[config.mk]
export PLATFORM = sky130hd
export DESIGN_NAME = apb4_master
export DESIGN_NICKNAME = d
export VERILOG_FILES = /design/src/rtl/apb4_master.sv
export SDC_FILE = /design/constraint.sdc
export NUM_CORES = 1
export LEC_CHECK = 0
export CAP_MARGIN = 10
export CORE_AREA = 2 2 84 86
export DETAILED_ROUTE_END_ITERATION = 12
export DIE_AREA = 0 0 86 88
export DONT_BUFFER_PORTS = 1
export PLACE_DENSITY = 0.78
export SLEW_MARGIN = 20
export SYNTH_ARGS = -nofsm -noshare
export SYNTH_HDL_FRONTEND = slang
export SYNTH_SLANG_ARGS = --single-unit
[constraint.sdc]
create_clock -name pclk -period 2.1 [get_ports pclk]
set_input_delay 0.42 -clock pclk [delete_from_list [all_inputs] [get_ports pclk]]
set_output_delay 0.42 -clock pclk [all_outputs]
set_load 0.01 [all_outputs]
[src/rtl/apb4_master.sv]
// rtl/apb4_master.sv - APB4 requester driven by a command/response handshake; optional wait timeout via APB4_MASTER_TIMEOUT_EN
module apb4_master #(
   parameter int ADDR_WIDTH     = 32,
   parameter int DATA_WIDTH     = 32,
   parameter int TIMEOUT_CYCLES = 255
) (
   input  logic                    pclk,
   input  logic                    presetn,
   input  logic                    cmd_valid_i,
   output logic                    cmd_ready_o,
   input  logic                    cmd_write_i,
   input  logic [ADDR_WIDTH-1:0]   cmd_addr_i,
   input  logic [DATA_WIDTH-1:0]   cmd_wdata_i,
   input  logic [DATA_WIDTH/8-1:0] cmd_strb_i,
   input  logic [2:0]              cmd_prot_i,
   output logic                    rsp_valid_o,
   input  logic                    rsp_ready_i,
   output logic [DATA_WIDTH-1:0]   rsp_rdata_o,
   output logic                    rsp_err_o,
   output logic                    rsp_timeout_o,
   output logic [ADDR_WIDTH-1:0]   paddr,
   output logic [2:0]              pprot,
   output logic                    psel,
   output logic                    penable,
   output logic                    pwrite,
   output logic [DATA_WIDTH-1:0]   pwdata,
   output logic [DATA_WIDTH/8-1:0] pstrb,
   input  logic                    pready,
   input  logic [DATA_WIDTH-1:0]   prdata,
   input  logic                    pslverr
);

   typedef enum logic [1:0] {IDLE, SETUP, ACCESS, RESP} state_t;

   state_t state;
   state_t state_nxt;
   logic   accept;
   logic   done;
   logic   timeout_hit;

   assign accept = cmd_valid_i && cmd_ready_o;
   assign done   = (state == ACCESS) && pready;

`ifdef APB4_MASTER_TIMEOUT_EN
   localparam int CNT_W = $clog2(TIMEOUT_CYCLES + 1);

   logic [CNT_W-1:0] wait_cnt;
   logic             rsp_timeout_q;

   // The last tolerated unanswered ACCESS cycle aborts the transfer
   assign timeout_hit   = (state == ACCESS) && !pready && (wait_cnt == CNT_W'(TIMEOUT_CYCLES - 1));
   assign rsp_timeout_o = rsp_timeout_q;

   // Count unanswered ACCESS cycles and remember whether the response came from an abort
   always_ff @(posedge pclk) begin
      if (!presetn) begin
         wait_cnt      <= '0;
         rsp_timeout_q <= 1'b0;
      end else begin
         if (accept) begin
            wait_cnt <= '0;
         end else if ((state == ACCESS) && !pready) begin
            wait_cnt <= wait_cnt + CNT_W'(1);
         end
         if (done) begin
            rsp_timeout_q <= 1'b0;
         end else if (timeout_hit) begin
            rsp_timeout_q <= 1'b1;
         end
      end
   end
`else
   logic unused_timeout_cfg;

   assign unused_timeout_cfg = (TIMEOUT_CYCLES > 0);
   assign timeout_hit        = 1'b0;
   assign rsp_timeout_o      = 1'b0;
`endif

   // State register
   always_ff @(posedge pclk) begin
      if (!presetn) begin
         state <= IDLE;
      end else begin
         state <= state_nxt;
      end
   end

   // Next-state logic
   always_comb begin
      state_nxt = state;
      case (state)
         IDLE:    if (accept) state_nxt = SETUP;
         SETUP:   state_nxt = ACCESS;
         ACCESS:  if (done || timeout_hit) state_nxt = RESP;
         RESP:    if (rsp_ready_i) state_nxt = IDLE;
         default: state_nxt = IDLE;
      endcase
   end

   // Phase outputs decoded from the current state; ready is held low during reset
   always_comb begin
      cmd_ready_o = presetn && (state == IDLE);
      psel        = (state == SETUP) || (state == ACCESS);
      penable     = (state == ACCESS);
      rsp_valid_o = (state == RESP);
   end

   // Request fields latched on accept, response fields latched when ACCESS ends
   always_ff @(posedge pclk) begin
      if (!presetn) begin
         paddr       <= '0;
         pprot       <= '0;
         pwrite      <= 1'b0;
         pwdata      <= '0;
         pstrb       <= '0;
         rsp_rdata_o <= '0;
         rsp_err_o   <= 1'b0;
      end else begin
         if (accept) begin
            paddr  <= cmd_addr_i;
            pprot  <= cmd_prot_i;
            pwrite <= cmd_write_i;
            pwdata <= cmd_wdata_i;
            pstrb  <= cmd_write_i ? cmd_strb_i : '0;
         end
         if (done) begin
            rsp_rdata_o <= pwrite ? '0 : prdata;
            rsp_err_o   <= pslverr;
         end else if (timeout_hit) begin
            rsp_rdata_o <= '0;
            rsp_err_o   <= 1'b1;
         end
      end
   end

endmodule

# Word-level counts from Yosys, hierarchy flattened
# Cells that the tools add are included.
# W data, S select, Z words.
[word_totals]
regBits = 107
inputBits = 110
out_inout_bits = 110
wordCells = 26
[op_classes]
n_eq_ne = 6
mux = 6
reduce_logical = 6
[ops]
columns = ["operator", "count"]
rows = [
  ["$mux W32", 1],
  ["$pmux W2 S4", 1],
  ["$mux W2", 3],
  ["$eq A2 B2 Y1 const B", 2],
  ["$mux W4", 1],
  ["$ne A2 B1 Y1 const B", 2],
  ["$logic_and A1 B1 Y1", 3],
  ["$reduce_and A3 Y1", 1],
  ["$eq A2 B1 Y1 const B", 1],
  ["$logic_not A2 Y1", 1],
  ["$ne A2 B2 Y1 const B", 1],
  ["$logic_or A1 B1 Y1", 1],
]

# Logic depth before layout (Yosys ltp)
# Gate-level depths: netlist (run 1).
[depth]
word_depth = 5
depth_mapped = 7
ltp_nobuf = 5

# Worst setup path after synthesis (run 1)
# OpenSTA, ideal clock, no wires.
[synth_path]
path_type = "register to register"
startpoint = "reg state[0]"
endpoint = "reg state[0]"
setup_ps = 72
arrival_time_ps = 1467
required_ps = 2028
path_slack_ps = 562
path_stages_with_launch = 6
path_buffers = 1
period_less_slack_ps = 1538
path_cell_list = "dfxtp_1 -> inv_1 -> ha_1 -> buf_2 -> a222oi_1 -> mux2i_1"
[synth_via]
elab_cells_between_ends = 12
classes_between = "eq/ne: 6; mux: 1; reduce/logical: 5"
[synth_rtl]
columns = ["element", "line", "source"]
rows = [
  ["start, declared", "35", "state_t state;"],
  ["start signal, assigned", "85", "state <= state_nxt;"],
  ["$eq A2 B2 Y1 *", "n/a", ""],
  ["via penable", "24", "output logic penable,"],
  ["$logic_and A1 B1 Y1", "42", "assign done = (state == ACCESS) && pready;"],
  ["$ne A2 B1 Y1 (no source line)", "n/a", ""],
  ["$reduce_and A3 Y1 (no source line)", "n/a", ""],
]
# The timed path passes the listed nets; every way through them passes the cells marked *.
# A chain may end at the register's enable or synchronous reset.

# Final worst setup path (run 1)
[layout_path]
startpoint = "reg state[1]"
endpoint = "out cmd_ready_o"
[layout_via]
elab_chain_len = 2
[layout_rtl]
columns = ["element", "line", "source"]
rows = [
  ["$logic_not A2 Y1", "103", "cmd_ready_o = presetn && (state == IDLE);"],
  ["$logic_and A1 B1 Y1", "103", ""],
  ["end, declared", "10", "output logic cmd_ready_o,"],
]
# Every way passes these cells.

==> results.json, run 1 <==
{
  "routed_via_density": 5.89,
  "cts.path.max_buffers": 2,
  "ys_seq_elements": 107,
  "async_reset_ff_frac": 0,
  "synth_edf_count": 0,
  "worst_path_largest_cell_delay_ns": 0.39,
  "slowest_stage": "dfxtp_1",
  "regToRegStartpoint": "state[0]$_SDFFE_PN0P_",
  "grt_setup_unrepaired": "no",
  "place.gp.congestion": 0.738,
  "grt_max_degree": 113,
  "synth_nets": 599,
  "worst_pin_slew_ns": 0.638,
  "netlist_top_cells_count": "177 x nand2_1, 107 x dfxtp_1, 73 x nand3_1, 38 x a21boi_0, 32 x nand4b_1",
  "yosysSeqAreaShare": 0.531,
  "core_um2": 6640,
  "drv_cap": 0,
  "synthTopCellsByArea": "dfxtp_1 53%, nand2_1 16%, nand3_1 9.1%",
  "syn_area_um2": 4040,
  "critical_path_class": "register to primary output",
  "clkSinkCount": 107,
  "max_freq_ghz": 0.590,
  "grt_pass1_wl_um": 14200,
  "hold_viol_final": 0,
  "hp-start": "cmd_addr_i[2]",
  "crit_required_ns": 1.68,
  "htree_levels": 3,
  "ys.flop_type": "dfxtp_1",
  "io_buffers": 0,
  "dpl_worst_slack_ns": 0.458,
  "io_pins": 220,
  "multiInputGateArea_um2": 1700,
  "fp.dieH_um": 88,
  "vias": 3202,
  "synth_cells": 485,
  "die-width_um": 86,
  "critPathCaptureType": "primary output",
  "cp.arrival_ns": 1.27,
  "dieArea_um2": 7570,
  "yosys.area.top_type": "dfxtp_1",
  "tns_ns": 0,
  "path_delay_family": "flip-flops",
  "min_period_over_period": 0.807,
  "cts_repair_resize_count": 0,
  "yosysWarnings": 0,
  "cts.reportedPaths.clkPinSlew_ns": 0.10,
  "synth.most_common_cell": "nand2_1",
  "path_max_fanout": 4,
  "cp_num_buf_inv": 1,
  "startpoint": "state[1]$_SDFFE_PN0P_",
  "grt_pass1_vias": 2850,
  "hold_class": "input port to register",
  "firstDrtPassIters": 4,
  "max-slew-margin-rel": 0.574,
  "clockRootBuffer": "clkbuf_8",
  "min_period_ns": 1.69,
  "grtUsageTotal": 0.237,
  "antenna_found_initial": 0,
  "fin_worst_skew_ns": 0.0106,
  "cts_tree": "built",
  "start_util": 0.607,
  "p_leak_nw": 1.77,
  "antenna_cells": 0,
  "cts_hold_buf": 0,
  "rr_worst_depth": 5,
  "layout-drive-gt1-share": 0.0517,
  "fillers": 601,
  "overflow": 0,
  "worst_slack_ns": 0.405,
  "peakVddDrop_uv": 581,
  "wl_per_cell_um": 17.7,
  "drc": 0,
  "syn-mean-instance-area_um2": 8.32,
  "slew_violations": 0,
  "p_per_area_nw_per_um2": 1160,
  "drt_iter0_markers": 115,
  "start_kind": "register",
  "antenna_left": 0,
  "hold_depth": 2,
  "nNetsFinal": 573,
  "dpl.hpwl_um": 6400,
  "rrSetupSlack_ns": 0.43,
  "cts_setup_buffers": 0,
  "regArea_um2": 2140,
  "syn_to_final_growth_pct": 4.37,
  "worstHoldEndpoint": "paddr[2]$_SDFFE_PN0P_",
  "r2r-end": "rsp_rdata_o[27]$_SDFFE_PN0P_",
  "cp_cell_sequence": "inv_1 -> ha_1 -> and2_1",
  "synth.distinct_cells": 18,
  "status": "finished clean",
  "numCtsBuffers": 9,
  "insertion_delay_ns": 0.36,
  "setup_violations": 0,
  "rows": 30,
  "wirelength_um": 9620,
  "yosysTopAreaCellShare": 0.531
}
[logic make-up after synthesis]
kind of cell / after synthesis / synth area share
and+or+nand+nor: 284 / 0.328
DFF: 107 / 0.531
other: 1 / 0.000929
muxes: 2 / 0.00496
buffers and inverters: 47 / 0.0487
AOI/OAI and AO/OA: 40 / 0.0744
adders and majority gates: 4 / 0.0124
[cell usage in the layout (no fill, tap or decap), types with 3 or more instances in the layout]
cell type	instances
a21boi_0	38
buf_4	3
clkbuf_8	10
dfxtp_1	107
ha_1	4
inv_1	4
nand2_1	177
nand3_1	72
nand4b_1	32
[layer usage]
metal | global-route usage | wire length (um)
met1 | 0.276 | 3660
met5 | 0 | 0
met4 | 0.105 | 196
met3 | 0.0961 | 1140
met2 | 0.385 | 4620
[registers in the layout (all words and copies together) (netlist names)]
register	cells
pstrb	4
pwdata	32
rsp_rdata_o	32
state	2
paddr	32
pwrite	1
pprot	3
rsp_err_o	1
[where the power goes]
part	leakage [nW]	total [mW]	switching, mW	internal (mW)
registers	0.875	2.83	0.435	2.40
clock network	0.0933	1.16	0.684	0.475
logic	0.798	0.878	0.560	0.318
total	1.77	4.87	1.68	3.19
[stage by stage]
step / cell area [um^2] / util / hold slack [ns] / instances / total power [mW]
after global placement: 4030 / 0.606 / 0.463 / 528 / 3.70
after CTS: 4210 / 0.634 / 0.136 / 544 / 4.92
after detailed placement: 4030 / 0.606 / 0.487 / 528 / 3.76
after global routing: 4210 / 0.634 / 0.136 / 544 / 5.16
final: 4210 / 0.634 / 0.154 / 544 / 4.87
after floorplan: 4040 / - / 0.452 / 485 / 3.53
[worst max-delay path by stage]
| stage | cells after the start | endpoint | slack, ns |
|---|---|---|---|
| floorplan | 5 | state[0]$_SDFFE_PN0P_ | 0.56 |
| global placement | 4 | state[1]$_SDFFE_PN0P_ | 0.58 |
| detailed placement | 4 | state[0]$_SDFFE_PN0P_ | 0.46 |
| CTS | 3 | cmd_ready_o | 0.39 |
| global route | 3 | cmd_ready_o | 0.30 |
| finish | 3 | cmd_ready_o | 0.41 |
[layout make-up]
cell class,instances,share of cell area
well taps,80,0.0238
inverters,5,0.00446
clock buffers,10,0.0327
repair buffers,5,0.0149
flip-flops and latches,107,0.509
multi-input cells,331,0.404
clock inverters,6,0.0113
(Power assumes the default switching activity.)
==> run 2, diff against run 1 <==
- clock period: 2.1 -> 1.6 ns (I/O delays scaled with it)
==> results.json, run 2 (synthesis results as in run 1) <==
{
  "status": "finished clean",
  "peakVddDrop_uv": 868,
  "topRoutingLayerUsed": "met4",
  "crit_required_ns": 1.28,
  "layout_commonest_cell": "nand2_1",
  "fin_worst_skew_ns": 0.0132,
  "worst_slack_ns": 0.103,
  "grt_pass1_wl_um": 14300,
  "die-width_um": 86,
  "htree_levels": 3,
  "path_max_fanout": 4,
  "slew_violations": 0,
  "drt_iter0_markers": 116,
  "firstDrtPassIters": 6,
  "vias": 3222,
  "antenna_left": 0,
  "layout-drive-gt1-share": 0.0685,
  "multiInputGateArea_um2": 1710,
  "clockRootBuffer": "clkbuf_8",
  "hold_viol_final": 0,
  "nNetsFinal": 576,
  "worst_pin_slew_ns": 0.544,
  "cts_hold_buf": 0,
  "grt_setup_unrepaired": "no",
  "drt-met1-wl_um": 3530,
  "wl_per_cell_um": 17.3,
  "min_period_over_period": 0.936,
  "dpl_worst_slack_ns": 0.0487,
  "core_um2": 6640,
  "regToRegStartpoint": "state[0]$_SDFFE_PN0P_",
  "cts.reportedPaths.clkPinSlew_ns": 0.11,
  "rows": 30,
  "max_freq_ghz": 0.668,
  "cts_setup_buffers": 0,
  "antenna_cells": 0,
  "place.gp.congestion": 0.748,
  "io_buffers": 0,
  "worst_path_largest_cell_delay_ns": 0.34,
  "clkSinkCount": 107,
  "grt_max_degree": 113,
  "syn_to_final_growth_pct": 6.82,
  "io_pins": 220,
  "start_util": 0.607,
  "met3_length_um": 1050,
  "mostFrequentLayoutCells": "177 x nand2_1, 105 x dfxtp_1, 72 x nand3_1, 38 x a21boi_0, 32 x nand4b_1",
  "cp_cell_sequence": "inv_1 -> ha_2 -> and2_4",
  "cts_tree": "built",
  "hp-start": "cmd_wdata_i[19]",
  "antenna_found_initial": 0,
  "cp.arrival_ns": 1.18,
  "hold_class": "input port to register",
  "wl_met2_um": 4630,
  "fp.dieH_um": 88,
  "min_period_ns": 1.50,
  "start_kind": "register",
  "dieArea_um2": 7570,
  "dpl.hpwl_um": 6550,
  "critical_path_class": "register to primary output",
  "overflow": 0,
  "slowest_stage": "dfxtp_2",
  "tns_ns": 0,
  "routed_via_density": 5.89,
  "p_per_area_nw_per_um2": 1550,
  "grt_pass1_vias": 3066,
  "wirelength_um": 9480,
  "grtUsageTotal": 0.238,
  "critPathCaptureType": "primary output",
  "max-slew-margin-rel": 0.638,
  "numCtsBuffers": 9,
  "cts.path.max_buffers": 2,
  "drv_cap": 0,
  "fin_util": 0.649,
  "insertion_delay_ns": 0.36,
  "finalPower_mw": 6.66,
  "p_leak_nw": 1.81,
  "startpoint": "state[0]$_SDFFE_PN0P_",
  "fillers": 575,
  "regArea_um2": 2140,
  "top_regs": "paddr x32, pwdata x32, rsp_rdata_o x32",
  "drc": 0,
  "setup_violations": 0
}
==> run 2: where the power goes <==
group	internal, mW	leakage (nW)	switching (mW)	total (mW)
logic	0.497	0.828	0.749	1.25
registers	3.15	0.875	0.572	3.72
clock network	0.786	0.109	0.903	1.69
total	4.44	1.81	2.22	6.66
==> run 2: layer usage <==
layer / global-route usage / vias up
met5: 0 / -
met4: 0.133 / 0
met3: 0.0867 / 21
met2: 0.400 / 163
met1: 0.262 / 1483
li1: - / 1555
==> run 2: through the flow <==
stage               hold WS (ns)  area [um^2]  std cells
floorplan                  0.419         4040        485
global placement           0.420         4090        531
detailed placement         0.423         4090        531
CTS                       0.0339         4300        547
global route              0.0288         4310        547
finish                    0.0508         4310        547
==> run 2: timing repair <==
action                     in CTS  in global routing
pin swaps                       0                  1
hold endpoints to repair        0                  0
gates resized for setup         1                  5
cloned                          0                  0
setup endpoints to repair       1                 47
==> run 2: final timing paths <==
path / end / slack (ns) / depth (start not counted)
setup / recovery: cmd_ready_o / 0.10 / 3
hold / removal: pwdata[19]$_SDFFE_PN0P_ / 0.05 / 2
hold reg to reg: state[0]$_SDFFE_PN0P_ / 0.48 / 2
setup reg to reg: state[0]$_SDFFE_PN0P_ / 0.12 / 4
==> run 2: area by class of cell <==
| class | count | share of cell area |
|---|---|---|
| tap | 80 | 0.0232 |
| multi-input combinational | 331 | 0.397 |
| clock buffer | 10 | 0.0319 |
| timing repair buffer | 8 | 0.0293 |
| clock inverter | 6 | 0.0168 |
| sequential | 107 | 0.498 |
| inverter | 5 | 0.00435 |
==> run 2: worst max-delay path: cells and delay by family, from the launching register on <==
family / cells / cell delay, ns
buf+inv: 1 / 0.10
fa+ha+maj: 1 / 0.23
simple gates: 1 / 0.17
flops: 1 / 0.34
